### src/rtl/trace_pkg.sv
// Shared types and constants for the retire trace transmitter.
// A trace entry is {cycle, pc, instr}; a frame is SYNC followed by each field little-endian.
package trace_pkg;

    localparam int unsigned FRAME_BYTES  = 13;
    localparam logic [7:0]  SYNC_DEFAULT = 8'hA5;

    typedef enum logic {
        StIdle,
        StSend
    } tx_state_e;

    typedef struct packed {
        logic [31:0] cycle;
        logic [31:0] pc;
        logic [31:0] instr;
    } trace_entry_t;

    localparam int unsigned ENTRY_W = $bits(trace_entry_t);
    localparam int unsigned FRAME_W = FRAME_BYTES * 8;

    // Byte 0 of the frame sits in bits [7:0] so the shifter can emit LSB first.
    function automatic logic [FRAME_W-1:0] frame_pack(input trace_entry_t e,
                                                      input logic [7:0]   sync);
        return {e.instr, e.pc, e.cycle, sync};
    endfunction

endpackage

### src/rtl/trace_fifo.sv
// Synchronous FIFO for trace entries with full/empty flags.
// A push into a full FIFO is taken when a pop happens in the same cycle.
module trace_fifo #(
    parameter int unsigned DEPTH = 4,
    parameter int unsigned WIDTH = 96
) (
    input  logic             clk,
    input  logic             rst,
    input  logic             push,
    input  logic [WIDTH-1:0] push_data,
    input  logic             pop,
    output logic [WIDTH-1:0] pop_data,
    output logic             full,
    output logic             empty
);

    localparam int unsigned AW = (DEPTH > 1) ? $clog2(DEPTH) : 1;
    localparam logic [AW:0] FULL_COUNT = (AW + 1)'(DEPTH);

    logic [WIDTH-1:0] mem_q [DEPTH];
    logic [AW-1:0]    wr_ptr_q;
    logic [AW-1:0]    rd_ptr_q;
    logic [AW:0]      count_q;
    logic             do_push;
    logic             do_pop;

    assign full     = (count_q == FULL_COUNT);
    assign empty    = (count_q == '0);
    assign do_pop   = pop && !empty;
    assign do_push  = push && (!full || do_pop);
    assign pop_data = mem_q[rd_ptr_q];

    // Pointers wrap naturally because DEPTH is a power of two.
    always_ff @(posedge clk) begin
        if (rst) begin
            wr_ptr_q <= '0;
            rd_ptr_q <= '0;
            count_q  <= '0;
        end else begin
            if (do_push) begin
                wr_ptr_q <= wr_ptr_q + 1'b1;
            end
            if (do_pop) begin
                rd_ptr_q <= rd_ptr_q + 1'b1;
            end
            case ({do_push, do_pop})
                2'b10:   count_q <= count_q + 1'b1;
                2'b01:   count_q <= count_q - 1'b1;
                default: count_q <= count_q;
            endcase
        end
    end

    always_ff @(posedge clk) begin
        if (do_push) begin
            mem_q[wr_ptr_q] <= push_data;
        end
    end

endmodule

### src/rtl/retire_trace_tx.sv
// Captures retired instructions with a cycle stamp and streams each one as a
// 13-byte frame over a valid/ready byte interface, counting events dropped on overflow.
module retire_trace_tx
    import trace_pkg::*;
#(
    parameter int unsigned DEPTH = 4,
    parameter logic [7:0]  SYNC  = SYNC_DEFAULT
) (
    input  logic        clk,
    input  logic        rstn,
    input  logic        ret_valid,
    input  logic [31:0] ret_pc,
    input  logic [31:0] ret_instr,
    output logic        tx_valid,
    output logic [7:0]  tx_data,
    output logic        tx_last,
    input  logic        tx_ready,
    output logic        overflow,
    output logic [15:0] drop_cnt
);

    localparam logic [3:0] LAST_IDX = 4'(FRAME_BYTES - 1);

    tx_state_e        state_q;
    tx_state_e        state_d;
    logic [31:0]      cyc_q;
    logic [FRAME_W-1:0] sr_q;
    logic [FRAME_W-1:0] sr_d;
    logic [3:0]       idx_q;
    logic [3:0]       idx_d;
    logic             tx_valid_q;
    logic             tx_valid_d;
    logic [7:0]       tx_data_q;
    logic [7:0]       tx_data_d;
    logic             tx_last_q;
    logic             tx_last_d;
    logic             overflow_q;
    logic [15:0]      drop_cnt_q;

    trace_entry_t     push_entry;
    trace_entry_t     pop_entry;
    logic [ENTRY_W-1:0] pop_data;
    logic             fifo_full;
    logic             fifo_empty;
    logic             accept;
    logic             last_accept;
    logic             pop;
    logic             drop;

    assign push_entry  = '{cycle: cyc_q, pc: ret_pc, instr: ret_instr};
    assign pop_entry   = trace_entry_t'(pop_data);
    assign accept      = tx_valid_q && tx_ready;
    assign last_accept = (state_q == StSend) && accept && (idx_q == LAST_IDX);
    assign pop         = !fifo_empty && ((state_q == StIdle) || last_accept);
    assign drop        = ret_valid && fifo_full && !pop;

    trace_fifo #(
        .DEPTH(DEPTH),
        .WIDTH(ENTRY_W)
    ) u_fifo (
        .clk      (clk),
        .rst      (rstn),
        .push     (ret_valid),
        .push_data(push_entry),
        .pop      (pop),
        .pop_data (pop_data),
        .full     (fifo_full),
        .empty    (fifo_empty)
    );

    always_ff @(posedge clk) begin
        if (rstn) begin
            state_q <= StIdle;
        end else begin
            state_q <= state_d;
        end
    end

    always_comb begin
        state_d = state_q;
        unique case (state_q)
            StIdle: begin
                if (!fifo_empty) begin
                    state_d = StSend;
                end
            end
            StSend: begin
                if (last_accept && fifo_empty) begin
                    state_d = StIdle;
                end
            end
            default: state_d = StIdle;
        endcase
    end

    // Output and shifter next-state; outputs are registered so they only move on accept or load.
    always_comb begin
        sr_d  = sr_q;
        idx_d = idx_q;
        if (pop) begin
            sr_d  = frame_pack(pop_entry, SYNC);
            idx_d = '0;
        end else if (last_accept) begin
            sr_d  = '0;
            idx_d = '0;
        end else if (accept) begin
            sr_d  = sr_q >> 8;
            idx_d = idx_q + 1'b1;
        end
        tx_valid_d = (state_d == StSend);
        tx_data_d  = tx_valid_d ? sr_d[7:0] : 8'h00;
        tx_last_d  = tx_valid_d && (idx_d == LAST_IDX);
    end

    always_ff @(posedge clk) begin
        if (rstn) begin
            cyc_q      <= '0;
            sr_q       <= '0;
            idx_q      <= '0;
            tx_valid_q <= 1'b0;
            tx_data_q  <= '0;
            tx_last_q  <= 1'b0;
            overflow_q <= 1'b0;
            drop_cnt_q <= '0;
        end else begin
            cyc_q      <= cyc_q + 32'd1;
            sr_q       <= sr_d;
            idx_q      <= idx_d;
            tx_valid_q <= tx_valid_d;
            tx_data_q  <= tx_data_d;
            tx_last_q  <= tx_last_d;
            if (drop) begin
                overflow_q <= 1'b1;
                if (drop_cnt_q != 16'hFFFF) begin
                    drop_cnt_q <= drop_cnt_q + 16'd1;
                end
            end
        end
    end

    assign tx_valid = tx_valid_q;
    assign tx_data  = tx_data_q;
    assign tx_last  = tx_last_q;
    assign overflow = overflow_q;
    assign drop_cnt = drop_cnt_q;

endmodule

### config.mk
export PLATFORM = sky130hd
export DESIGN_NAME = retire_trace_tx
export DESIGN_NICKNAME = d
export VERILOG_FILES = /design/src/rtl/trace_pkg.sv /design/src/rtl/trace_fifo.sv /design/src/rtl/retire_trace_tx.sv
export SDC_FILE = /design/constraint.sdc
export NUM_CORES = 1
export LEC_CHECK = 0
export CAP_MARGIN = 25
export CELL_PAD_IN_SITES_DETAIL_PLACEMENT = 1
export CELL_PAD_IN_SITES_GLOBAL_PLACEMENT = 2
export CORE_ASPECT_RATIO = 0.7
export CORE_MARGIN = 2
export CORE_UTILIZATION = 40
export CTS_BUF_LIST = sky130_fd_sc_hd__clkbuf_16
export CTS_CLUSTER_SIZE = 30
export DETAILED_ROUTE_END_ITERATION = 8
export PLACE_DENSITY_LB_ADDON = 0.25
export SYNTH_ARGS = -nofsm -noshare
export SYNTH_HDL_FRONTEND = slang
export SYNTH_SLANG_ARGS = --single-unit
export TNS_END_PERCENT = 1
### constraint.sdc
create_clock -name clk -period 5.35 [get_ports clk]
set_input_delay 1.07 -clock clk [delete_from_list [all_inputs] [get_ports clk]]
set_output_delay 1.07 -clock clk [all_outputs]
set_load 0.02 [all_outputs]
After elaboration in Yosys (flattened, before gate mapping). Memories as Yosys holds them, arrays and structs flattened. A register that Yosys moved wholly into a read port is not among the register bits. Cells that the tools add are included. Widths: inputs -> output; s select.

Add/subtract/negate cells: 7. $mul: 0. Divide/modulo/power cells: 0. Magnitude comparators: 0. Equality and inequality tests: 6. Shift-type cells: 0. Mux-type cells: 14. Bitwise logic cells: 2. Reductions and logical operators: 20.

Operators by type and width (count): $mux 104 (3); $add 32x1->32 const B (1); $add 16x1->16 const B (1); $ne 16x16->1 const B (1); $mux 4 (3); $logic_and 1x1->1 (10); $eq 4x4->1 const B (2); $pmux 3 s2 (1); $add 2x1->2 const B (2); $add 4x1->4 const B (1); $mux 1 (4); $mux 2 (2); $add 3x1->3 const B (1); $eq 3x3->1 const B (1); $logic_not 1->1 (3); $logic_not 3->1 (1); $reduce_bool 3->1 (1); $sub 3x1->3 const B (1); $eq 2x1->1 const B (1); $eq 2x2->1 const B (1); $logic_or 1x1->1 (2); $not 1->1 (2); $pmux 1 s2 (1); $reduce_and 2->1 (1); 2 further kinds (2).

Bits in registers: 174. Bits in latches: 0. RAM bits: 384. Memory bits (read-only): 0. Output and inout port bits: 27. Logic and storage cells: 62. Memories kept: 1.

Memories: u_fifo.mem_q (words 4, width 96, rd ports 1, clocked after memory_dff 1, write ports 1, line trace_fifo.sv:20) `logic [WIDTH-1:0] mem_q [DEPTH];`.

Longest topological paths before layout. Gate-level depths: netlist of the first run.

Depth after elaboration: 10. Gate-level depth with buffers: 11. Gate-level depth less buffers: 11.

By module. A second synthesis of the first run with hierarchy kept.

Cell total of the unflattened synthesis: 1332. Area, all modules: 21177.8 sq um.

By module, submodules not included: trace_fifo (times used 1, cells an instance 561, area an instance 14368.8 sq um, seq. area each 11711.2 sq um); retire_trace_tx (times used 1, cells an instance 771, area an instance 6809.0 sq um, seq. area each 3343.2 sq um).

Worst setup path before layout of the first run. No wires, ideal clock.

Kind: input to register. Start: input port tx_ready. End: memory u_fifo.mem_q[0][0] (enable). Data arrival time: 3960 ps. Data required time: 4884 ps. Slack: 925 ps. Cell stages on the path: 3. Path through: nand4_1 a41oi_1 and2_1.

Cells in the longest elaborated chain, start to end: 10.

Ends and longest elaborated chain: from (decl) (line retire_trace_tx.sv:17) `input logic tx_ready,`; $logic_and 1x1->1 (line retire_trace_tx.sv:52) `assign accept = tx_valid_q && tx_ready;`; $logic_and 1x1->1 (2 in series) (line retire_trace_tx.sv:53) `assign last_accept = (state_q == StSend) && accept && (idx_q == LAST_IDX);`; $logic_or 1x1->1 (line retire_trace_tx.sv:54) `assign pop = !fifo_empty && ((state_q == StIdle) || last_accept);`; $logic_and 1x1->1 (line retire_trace_tx.sv:54); $logic_and 1x1->1 (line trace_fifo.sv:29) `assign do_pop = pop && !empty;`; $logic_or 1x1->1 (line trace_fifo.sv:30) `assign do_push = push && (!full || do_pop);`; $logic_and 1x1->1 (line trace_fifo.sv:30); $mux 1 (line trace_fifo.sv:55) `if (do_push) begin`; $mux 1 (implied by the code) (line trace_fifo.sv:56) `mem_q[wr_ptr_q] <= push_data;`; to (decl) (line trace_fifo.sv:20).

Every way passes these cells.

Worst setup path after layout of the first run.
Start: input port tx_ready. End: memory u_fifo.mem_q[0][52] (enable).

Same word-level chain as after synthesis.

==> qor.yml, run 1 <==
path_class: "in2reg"
synthDistinctLibCells: 54
wirelength_um: 49100
synth_warnings: 0
power.density_nw_per_um2: 484
cts_root_buf: "clkbuf_16"
layout_common_cells: "edfxtp_1 (384), dfxtp_1 (174), a21oi_1 (127)"
arrival_ps: 3800
start_util_pct: 40.5
synth_edf_count: 384
path_cells: "clkdlybuf4s50_1 -> nand4_1 -> a41oi_1 -> and2_4 -> buf_4"
dieWidth_um: 279
fp.dieArea_um2: 54700
maxSlewHeadroom_pct: 40.1
yosys_most_used_dff: "edfxtp_1"
area_growth_pct: 16.8
leakage_nw: 7.81
slew_viol_final: 0
grt_pass1_wl_um: 77300
grt.overflow.total: 0
fillers: 5020
insertion_delay_ps: 580
required_ps: 5580
worst_ir_drop_vdd_uv: 352
synth-seq-cells: 560
detailed_place_hpwl_um: 29200
drt-pass1-iter-count: 5
max_slew.worst_pin.slew_ps: 899
grt_pass1_vias: 12600
cp_slowest_cell: "a41oi_1"
syn_avg_cell_area_um2: 15.7
period_share_pct: 66.8
nNetsFinal: 1504
io-pin-count: 95
netlist.area_leader.share_pct: 54.6
cp_slowest_stage_delay_ps: 690
period_needed_ps: 3580
syn_nets: 1424
drive_gt1_share_pct: 14.8
core-area_um2: 52200
grt_max_degree: 97
finalHoldViolations: 0
hp-class: "reg2reg"
setup_viol: 0
post-route-drc-count: 0
htreeDepth: 2
fin_area_um2: 24700
die_h_um: 196
dpl_cell_area_um2: 22900
grt_use_total_pct: 18.2
ant_nets: 0
critPathMaxFanout: 34
syn_area_um2: 21100
max_cap_violations: 0
cts_hold_buf: 0
cts_sinks: 560
worst-path-buf-inv: 2
diodes: 0
rsz0062_at_grt: "no"
synth.area.top_cells: "edfxtp_1 (55%), dfxtp_1 (17%), mux4_2 (10%), a22oi_1 (3.6%), a21oi_1 (3.0%)"
clk_pin_slew_worst_paths_ps: 60
vias: 12000
cts_buffer_depth: 3
fin_setup_tns_ps: 0
post_cts_buffers: 0
cts_tree: "built"
wl_per_cell_um: 22.8
num_rows: 70
antenna_found_initial: 0
gp_congestion: 0.718
path_delay_family: "buffers and inverters"
vias_per_cell: 5.57
skew_ps: 19.7
drt_iter0_markers: 973
ctsResizeCount: 0
max_freq_ghz: 0.280
numCtsBuffers: 53
status: "finished, final reports clean"
crit_path_start_kind: "input pin"
synth_cells: 1347
numPortBuffers: 94
layout_commonest_cell: "edfxtp_1"
critPathCaptureType: "flip-flop"
synth_async_sr_flop_share_pct: 0
yosysSeqAreaShare_pct: 71.2
synth_top_area_cell: "edfxtp_1"
-- stage by stage --
stage	hold WS [ps]	power (W)	utilization (%)	std cells	worst slack (ps)
CTS	455	0.0121	47.3	2155	1730
finish	453	0.0119	47.3	2155	1770
detailed placement	450	0.00818	43.9	2056	1140
global placement	438	0.00810	43.9	2056	1160
global route	475	0.0125	47.3	2155	1610
floorplan	432	0.00724	-	1347	925
-- flip-flops by register name (all words and copies together) (netlist names), named ones only --
| name | count |
|---|---|
| idx_q | 4 |
| tx_last | 1 |
| tx_valid | 1 |
| overflow | 1 |
| u_fifo.mem_q | 384 |
| u_fifo.wr_ptr_q | 2 |
| u_fifo.count_q | 3 |
| u_fifo.rd_ptr_q | 2 |
| drop_cnt | 16 |
| sr_q | 104 |
| tx_data | 8 |
| cyc_q | 32 |
-- cells by family after synthesis --
group,after synthesis,synth area share (%)
buffers and inverters,102,1.98
AND/OR/NAND/NOR,274,6.40
XOR/XNOR,16,0.663
multiplexers,109,10.9
AO/OA/AOI/OAI,277,8.26
flip-flops,560,71.2
adder cells (fa/ha/maj),9,0.568
-- tightest hold or removal path, cell delays in order, from the launching register on --
cell and delay [ps]:
dfxtp_1 310, nand2_1 50, a21oi_1 50
-- cell usage after synthesis (13+ instances only) --
cell and number:
edfxtp_1 384, dfxtp_1 176, a21oi_1 128, nand2_1 112
a22oi_1 100, mux4_2 96, clkbuf_1 58, nor2_1 45
or4_1 23, o31ai_1 21, nand3_1 20, buf_2 16
or3_1 15, inv_1 13
-- where the power goes --
group | internal, W | switching, W
Clock | 0.00229 | 0.00160
Combinational | 0.00103 | 0.00142
Sequential | 0.00519 | 0.000408
-- per-layer routing --
metal,wire length [µm],global-route usage (%),up-vias
li1,-,-,5463
met1,24300,27.9,6285
met3,2090,3.33,61
met4,695,3.48,0
met5,0,0,-
met2,22000,27.5,192
-- layout make-up --
class	count	area (µm²)	area share, %
multi-input combinational	685	5710	23.1
timing repair buffer	113	1210	4.88
clock buffer	55	1380	5.57
sequential	560	15100	61.0
clock inverter	44	427	1.73
tap	684	856	3.47
inverter	14	52.6	0.213
-- final timing paths --
check / startpoint / end / slack (ps) / cells past startpoint
setup / recovery: tx_ready / u_fifo.mem_q[0][52] / 1770 / 5
setup reg to reg: idx_q[0] / u_fifo.mem_q[0][52] / 2190 / 6
hold reg to reg: sr_q[69] / sr_q[61] / 450 / 2
hold / removal: sr_q[69] / sr_q[61] / 450 / 2
(Power assumes the default switching activity.)
==> run 2: changes to the inputs <==
==> constraint.sdc (replaced) <==
create_clock -name clk -period 3.7 [get_ports clk]
set_input_delay 0.74 -clock clk [delete_from_list [all_inputs] [get_ports clk]]
set_output_delay 0.74 -clock clk [all_outputs]
set_load 0.02 [all_outputs]
==> run 2 against run 1 <==
Effect of this change: final cell count is 0.97% higher; sequential share of layout area shrank 0.78 points; critical path type unchanged; non-clock buffer count increased by 18; cell area increased by 1.3%; wire length increased by 3.2%; via count is 2.0% higher.
==> qor.yml, run 2 (synthesis results as in run 1) <==
status: "finished, final reports clean"
hp-class: "reg2reg"
worst_ir_drop_vdd_uv: 782  # +120%
maxSlewHeadroom_pct: 45.8  # +5.8 points
grt.overflow.total: 0  # unchanged
critPathCaptureType: "flip-flop"
arrival_ps: 3020  # -780 ps
wl_met2_um: 22800  # +3.7%
area_growth_pct: 18.3
dieWidth_um: 279  # unchanged
insertion_delay_ps: 590  # about the same
dp_slack_ps: 392  # -744 ps
cts_buffer_depth: 3  # unchanged
wl_met1_um: 25200  # +3.8%
wirelength_um: 50700  # +3.2%
grt_use_total_pct: 18.7  # +0.48 points
nNetsFinal: 1523  # +1.3%
wl_per_cell_um: 23.3  # +2.2%
gp_congestion: 0.782  # +9.0%
cts_sinks: 560  # unchanged
whs_ps: 453  # +0.0440 ps
ctsResizeCount: 0  # unchanged
layout_commonest_cell: "edfxtp_1"
post_cts_buffers: 0  # unchanged
setup_viol: 0  # unchanged
drt-pass1-iter-count: 4  # -1
grt_pass1_vias: 12600  # -0.40%
drive_gt1_share_pct: 16.1  # +1.3 points
ant_nets: 0  # unchanged
fin_setup_tns_ps: 0  # unchanged
start_util_pct: 40.5  # unchanged
setup_ws_ps: 970  # -804 ps
antenna_found_initial: 0  # unchanged
p_total_w: 0.0174  # +46%
critPathMaxFanout: 21  # -38%
path_class: "in2reg"
top_register: "u_fifo.mem_q"
max_slew.worst_pin.slew_ps: 813  # -86.3 ps
fin_area_um2: 25000  # +1.3%
cts_root_buf: "clkbuf_16"
numPortBuffers: 94  # unchanged
clk_pin_slew_worst_paths_ps: 60  # about the same
leakage_nw: 7.93  # +1.5%
num_rows: 70  # unchanged
core-area_um2: 52200  # unchanged
dr.max_layer_used: "met4"
crit_path_start_kind: "input pin"
vias_per_cell: 5.62  # +0.98%
dpl_cell_area_um2: 23200  # +1.3%
diodes: 0  # unchanged
io-pin-count: 95  # unchanged
grt_max_degree: 98  # +1.0%
slew_viol_final: 0  # unchanged
layout_common_cells: "edfxtp_1 (384), dfxtp_1 (174), a21oi_1 (127)"
period_needed_ps: 2730
max_cap_violations: 0  # unchanged
drt_iter0_markers: 1113  # +14%
largest_reg_flops: 384  # unchanged
wl_met3_um: 1900  # -9.0%
die_h_um: 196  # unchanged
multiInputGateArea_um2: 5710  # unchanged
cts_tree: "built"
fillers: 5041  # +0.42%
regArea_um2: 15100  # unchanged
finalHoldViolations: 0  # unchanged
largest_registers: "u_fifo.mem_q x384, sr_q x104, cyc_q x32"
skew_ps: 25.3  # +5.54 ps
detailed_place_hpwl_um: 30900  # +6.0%
power.density_nw_per_um2: 695  # +44%
rsz0062_at_grt: "no"
vias: 12200  # +2.0%
required_ps: 3990  # -1590 ps
fp.dieArea_um2: 54700  # unchanged
htreeDepth: 2  # unchanged
grt_pass1_wl_um: 78600  # +1.7%
cts_hold_buf: 0  # unchanged
max_freq_ghz: 0.366
numCtsBuffers: 54  # +1.9%
post-route-drc-count: 0  # unchanged
period_share_pct: 73.8
-- run 2: final cells by class --
cell class / count / share of cell area [%]
multi-input combinational: 685 / 22.8
inverter: 14 / 0.210
timing repair buffer: 131 / 6.03
clock inverter: 48 / 1.87
clock buffer: 54 / 5.40
sequential: 560 / 60.2
tap: 684 / 3.42
-- run 2: path summary, 6_finish.rpt --
check	from	endpoint	slack, ps	cells after the start
max	tx_ready	u_fifo.mem_q[1][5]	970	7
min	sr_q[73]	sr_q[65]	450	2
max reg2reg	idx_q[0]	u_fifo.count_q[2]	1010	9
min reg2reg	sr_q[73]	sr_q[65]	450	2
-- run 2: critical path, stage by stage --
cell	delay, ps
clkdlybuf4s50_1	650
nand4_1	180
buf_4	200
a41oi_1	220
buf_4	190
and2_4	510
buf_4	280
-- run 2: stage by stage --
step,util [%],cells
global route,47.9,2176
detailed placement,44.4,2074
global placement,44.4,2074
CTS,47.9,2176
floorplan,-,1347
finish,47.9,2176
-- run 2: power by group --
group | total [W] | switching, W | internal [W]
clock network | 0.00567 | 0.00239 | 0.00329
logic | 0.00365 | 0.00212 | 0.00153
registers | 0.00807 | 0.000564 | 0.00750
-- run 2: layer usage --
| metal | vias up | global-route usage (%) |
|---|---|---|
| met5 | - | 0 |
| met4 | 0 | 3.56 |
| met3 | 56 | 2.71 |
| met2 | 225 | 28.6 |
| met1 | 6456 | 28.7 |
| li1 | 5500 | - |
